`src/rtl/mips_rf_pkg.sv`:
```
// Shared constants and helpers for the MIPS register file.
// Flat-vector slicing keeps port packing consistent everywhere.
package mips_rf_pkg;

  localparam int DEF_DATA_W = 32;
  localparam int DEF_ADDR_W = 5;
  localparam int ZERO_REG   = 0;

  function automatic int slice_lsb(
    input int idx,
    input int width
  );
    return idx * width;
  endfunction

endpackage

```
`src/rtl/rf_read_port.sv`:
```
// One read port: register select, r0 forced to zero, optional
// write-to-read bypass.
module rf_read_port
  import mips_rf_pkg::*;
#(
  parameter int DATA_W = DEF_DATA_W,
  parameter int ADDR_W = DEF_ADDR_W,
  parameter int BYPASS = 1
) (
  input  logic [(2**ADDR_W)*DATA_W-1:0] regs,
  input  logic [ADDR_W-1:0]             raddr,
  input  logic                          we,
  input  logic [ADDR_W-1:0]             waddr,
  input  logic [DATA_W-1:0]             wdata,
  output logic [DATA_W-1:0]             rdata
);

  logic hit;

  always_comb begin
    hit   = (BYPASS != 0) && we && (waddr == raddr);
    rdata = regs[slice_lsb(int'(raddr), DATA_W) +: DATA_W];
    if (raddr == ADDR_W'(ZERO_REG)) begin
      rdata = '0;
    end else if (hit) begin
      rdata = wdata;
    end
  end

endmodule

```
`src/rtl/mips_reg_file.sv`:
```
// Parametrised MIPS register file: one write port, NUM_RD read
// ports, optional bypass and registered read data.
module mips_reg_file
  import mips_rf_pkg::*;
#(
  parameter int DATA_W  = DEF_DATA_W,
  parameter int ADDR_W  = DEF_ADDR_W,
  parameter int NUM_RD  = 2,
  parameter int BYPASS  = 1,
  parameter int REG_OUT = 0
) (
  input  logic                     clk,
  input  logic                     reset,
  input  logic                     we,
  input  logic [ADDR_W-1:0]        waddr,
  input  logic [DATA_W-1:0]        wdata,
  input  logic [NUM_RD*ADDR_W-1:0] raddr,
  output logic [NUM_RD*DATA_W-1:0] rdata
);

  localparam int DEPTH = 2**ADDR_W;

  logic [DEPTH*DATA_W-1:0]  regs_q;
  logic [DEPTH*DATA_W-1:0]  regs_d;
  logic [NUM_RD*DATA_W-1:0] rd_val;

  // Slot 0 is never written, so it stays at its reset value.
  always_comb begin
    regs_d = regs_q;
    if (we && (waddr != ADDR_W'(ZERO_REG))) begin
      regs_d[slice_lsb(int'(waddr), DATA_W) +: DATA_W] = wdata;
    end
  end

  always_ff @(posedge clk or posedge reset) begin
    if (reset) begin
      regs_q <= '0;
    end else begin
      regs_q <= regs_d;
    end
  end

  for (genvar i = 0; i < NUM_RD; i++) begin : g_rd
    rf_read_port #(
      .DATA_W (DATA_W),
      .ADDR_W (ADDR_W),
      .BYPASS (BYPASS)
    ) u_rd (
      .regs  (regs_q),
      .raddr (raddr[slice_lsb(i, ADDR_W) +: ADDR_W]),
      .we    (we),
      .waddr (waddr),
      .wdata (wdata),
      .rdata (rd_val[slice_lsb(i, DATA_W) +: DATA_W])
    );
  end

  if (REG_OUT != 0) begin : g_reg
    logic [NUM_RD*DATA_W-1:0] rdata_q;
    logic [NUM_RD*DATA_W-1:0] rdata_d;

    always_comb begin
      rdata_d = rd_val;
    end

    always_ff @(posedge clk or posedge reset) begin
      if (reset) begin
        rdata_q <= '0;
      end else begin
        rdata_q <= rdata_d;
      end
    end

    assign rdata = rdata_q;
  end else begin : g_comb
    assign rdata = rd_val;
  end

endmodule

```
`config.mk`:
```
export PLATFORM = sky130hd
export DESIGN_NAME = mips_reg_file
export DESIGN_NICKNAME = d
export VERILOG_FILES = /design/src/rtl/mips_rf_pkg.sv /design/src/rtl/rf_read_port.sv /design/src/rtl/mips_reg_file.sv
export SDC_FILE = /design/constraint.sdc
export NUM_CORES = 2
export LEC_CHECK = 0
export CAP_MARGIN = 20
export CORE_UTILIZATION = 35
export CTS_BUF_LIST = sky130_fd_sc_hd__clkbuf_2
export CTS_CLUSTER_SIZE = 30
export DETAILED_ROUTE_END_ITERATION = 10
export HOLD_SLACK_MARGIN = 0.08
export SYNTH_ARGS = -nofsm -noshare
export SYNTH_HDL_FRONTEND = slang
export SYNTH_HIERARCHICAL = 1
export SYNTH_SLANG_ARGS = --single-unit
```
`constraint.sdc`:
```
create_clock -name clk -period 50.3 [get_ports clk]
set_clock_uncertainty 0.1 [all_clocks]
set_input_delay 15.09 -clock clk [delete_from_list [all_inputs] [get_ports clk]]
set_output_delay 15.09 -clock clk [all_outputs]
set_load 0.01 [all_outputs]
```
# == Word level (Yosys, flattened, before mapping) ==
# Index checks and enable logic that the tools add are counted.
# word_totals
mem_bits_ro,0
mem_count,0
register_bits,1024
output_inout_bits,64
latchBits,0
mem_bits_rw,0
in_bits,50
# op_classes
multipliers,0
n_shift,4
n_div,0
eq_ne,2
n_lt_le_gt_ge,0
n_addsub,1
n_reduce_logical,6
muxes,5
bitwise,0
# ops
cell,n
$shiftx 1024x11->32,2
$bwmux 1024,1
$shift 32x33->1024 const A,1
$shiftx 32x33->1024,1
$mux 32,4
$neg 10->33,1
$eq 5x5->1,2
$logic_not 5->1,2
$reduce_bool 5->1,1
$logic_and 1x1->1,3

# == Longest topological paths before layout ==
# logic_depth
word_depth,4
ltp_mapped,15
ltp_nobuf,10

# == Cells and area by module ==
# The synthesis kept the hierarchy.
# by_module_without_submodules
module,n_inst,seq_area_each_um2,cells_each,area_per_inst_um2
mips_reg_file,1,25624.6,3497,39295.2
rf_read_port,2,0.0,852,9090.0

# == Worst setup path after synthesis ==
# OpenSTA, ideal clock, no wires.
# synth_timing
path_kind,in2out
from,in raddr[0]
to,out rdata[17]
cell_stages,7
required_time_ns,35.110
t_arrival_ns,16.729
path_slack_ns,18.381
n_path_buf,3
cell_sequence,buf_6 buf_4 buf_4 mux4_2 a221oi_1 o22ai_1 a21o_1
# synth_via
elab_chain_cells,4
# synth_lines
element,line,source
start: declaration,mips_reg_file.sv:17,"input logic [NUM_RD*ADDR_W-1:0] raddr,"
branches (longest 3 deep; another with $shiftx 1024x11->32),--,
$mux 32 (*),rf_read_port.sv:23,if (raddr == ADDR_W'(ZERO_REG)) begin
end: declaration,mips_reg_file.sv:18,output logic [NUM_RD*DATA_W-1:0] rdata
# Every way passes the cells marked *.

# == Final worst setup path ==
# layout_timing
from,in raddr[1]
to,out rdata[14]
# The elaborated chain is that of the path after synthesis.

==> results.json <==
{
  "synth-seq-cells": 1024,
  "power.density_nw_per_um2": 30.9,
  "area_growth_pct": 7.82,
  "cp_data_required_time_ns": 35.11,
  "h-tree-depth": 5,
  "slew_violations": 0,
  "dieHeight_um": 407,
  "cts_buffers": 278,
  "synth_cell_types": 90,
  "hp-class": "flip-flop to flip-flop",
  "place.gp.congestion": 0.887,
  "setup.worst_path.end_class": "output pin",
  "dp_cells": 7068,
  "synth_fp_nets": 5253,
  "first_pass_iters": 6,
  "tns_ns": 0,
  "post_cts_buffers": 0,
  "avgSynthCellArea_um2": 11.1,
  "largest_reg_flops": 1024,
  "overflow": 0,
  "startpoint": "raddr[1]",
  "clk_latency_ns": 1.71,
  "antenna_found_initial": 16,
  "routed_wirelength_um": 244000,
  "synth.yosys.seq_area_share_pct": 44.6,
  "clockRootBuffer": "clkbuf_2",
  "seq_area_um2": 25600,
  "fin_crit_sh_pct": 71.1,
  "reg.largest.list": "regs_q: 1024 flops",
  "synthTopCellsByArea": "dfrtp_1 (45%), mux4_2 (13%), mux2i_1 (6.0%)",
  "core_um2": 163000,
  "dieArea_um2": 166000,
  "cts_tree": "built",
  "hold_viol": 0,
  "fin_util_pct": 38.0,
  "ys.flop_type": "dfrtp_1",
  "n_fill_cell": 16200,
  "dp.final_hpwl_um": 137000,
  "async_flop_share_pct": 100,
  "r2r-start": "regs_q[497]",
  "rsz0062_at_grt": "false",
  "grt_pass1_wl_um": 348000,
  "fin_cells": 7540,
  "syn-cell-area_um2": 57500,
  "crit_arrival_ns": 20.60,
  "die_x_um": 407,
  "drt_iter0_drc": 7118,
  "hold_buffers": 0,
  "cts_num_sinks": 1024,
  "vdd_drop_max_mv": 0.0273,
  "leakage_nw": 26.4,
  "yosysTopAreaCellShare_pct": 44.6,
  "worst_slew_pin_slew_ns": 1.28,
  "status": "finished, final reports clean",
  "crit_type": "input pin to output pin",
  "multi_input_area_um2": 29000,
  "final_common_cell": "dfrtp_1",
  "io_buffers": 113,
  "grt_pass1_vias": 47900,
  "postLayoutCellArea_um2": 62000,
  "start_util_pct": 35.3,
  "yosysWarnings": 6,
  "post_cts_resized": 0,
  "yosys.area.top_type": "dfrtp_1",
  "grt_max_degree": 184,
  "rows": 148,
  "track_usage_pct": 28.8,
  "setup_slack_ns": 14.51,
  "drive_gt1_share_pct": 21.9,
  "largest_register": "regs_q",
  "dpl_cell_area_um2": 59600,
  "nets": 5231,
  "reg2regPathDepth": 1,
  "path_max_fanout": 59,
  "finalSetupViolCount": 0,
  "drv_cap": 0,
  "ios": 114,
  "critPathLaunchType": "input pin",
  "hold_depth": 0,
  "dp_slack_ns": 14.68,
  "slew_headroom_pct": 14.8,
  "path_clk_slew_ns": 0.10,
  "fmax_mhz": 27.9,
  "clockBufferDepth": 4,
  "wire_per_inst_um": 32.3,
  "synth_cells": 5201,
  "mostFrequentLayoutCells": "dfrtp_1 (1024), nand2_1 (886), o21ai_0 (544)",
  "synth_edf_count": 0,
  "route.detailed.drc": 0,
  "routed_via_density": 6.47,
  "fin_crit_ns": 35.79,
  "antenna_left": 0,
  "vias": 48700,
  "hold_path.startpoint": "regs_q[26]"
}
where the power goes:
part	total [mW]	internal [mW]	switching, mW
clock network	0.572	0.203	0.369
registers	0.965	0.901	0.0635
logic	0.375	0.155	0.220
stage by stage:
step           hold slack [ns]  power (mW)
6_report                 0.302        1.91
5_1_grt                  0.315        1.99
4_1_cts                  0.302        1.90
3_5_place_dp             0.283        1.34
3_3_place_gp             0.276        1.33
2_1_floorplan            0.341        1.21
cell families (layout without fill, tap and decap cells):
family | Yosys count | after routing | share of synthesized area, %
AOI/OAI and AO/OA | 1354 | 1354 | 15.4
adders and majority gates | 2 | 2 | 0.0435
buffers and inverters | 584 | 730 | 5.51
DFF | 1024 | 1024 | 44.6
muxes | 946 | 946 | 24.7
and+or+nand+nor | 1278 | 1278 | 9.55
other | 0 | 18 | 0
xor gates and xnor gates | 13 | 13 | 0.211
Yosys cell counts, drive strengths merged, types with 36 or more instances:
cell / instances
a22oi: 66
inv: 38
mux2: 255
nand3: 36
o31ai: 352
o21ai: 566
nor3: 53
a221oi: 80
mux4: 346
mux2i: 345
nand2: 893
clkbuf: 331
nand2b: 49
dfrtp: 1024
nor2: 130
buf: 209
a21oi: 84
layout make-up:
| cell class | count | area share, % |
|---|---|---|
| Clock inverter | 64 | 0.406 |
| Tap cell | 2175 | 4.39 |
| Inverter | 44 | 0.279 |
| Clock buffer | 384 | 3.10 |
| Antenna cell | 18 | 0.0727 |
| Sequential cell | 1024 | 41.4 |
| Timing Repair Buffer | 238 | 3.54 |
| Multi-Input combinational cell | 3593 | 46.9 |
critical path: stages:
cell	delay (ns)
buf_8	0.46
buf_4	0.72
buf_4	0.65
buf_4	0.78
and3_1	1.08
a22oi_1	0.23
and4_1	0.29
a21oi_1	0.52
clkdlybuf4s50_1	0.67
path summary, 6_finish.rpt:
check | end | slack [ns]
max in group asynchronous | regs_q[997] | 32.25
hold / removal | regs_q[26] | 0.30
setup reg to reg | regs_q[497] | 49.31
hold reg to reg | regs_q[26] | 0.30
min in group asynchronous | regs_q[313] | 13.80
setup / recovery | rdata[14] | 14.51
routing by layer:
| metal | global-route usage [%] | share of wire [%] |
|---|---|---|
| met5 | 0 | 0.0086 |
| met4 | 16.8 | 6.6 |
| met3 | 9.13 | 13 |
| met2 | 42.7 | 43 |
| met1 | 36.9 | 37 |
Note: power is estimated with default switching activity, not from simulation.
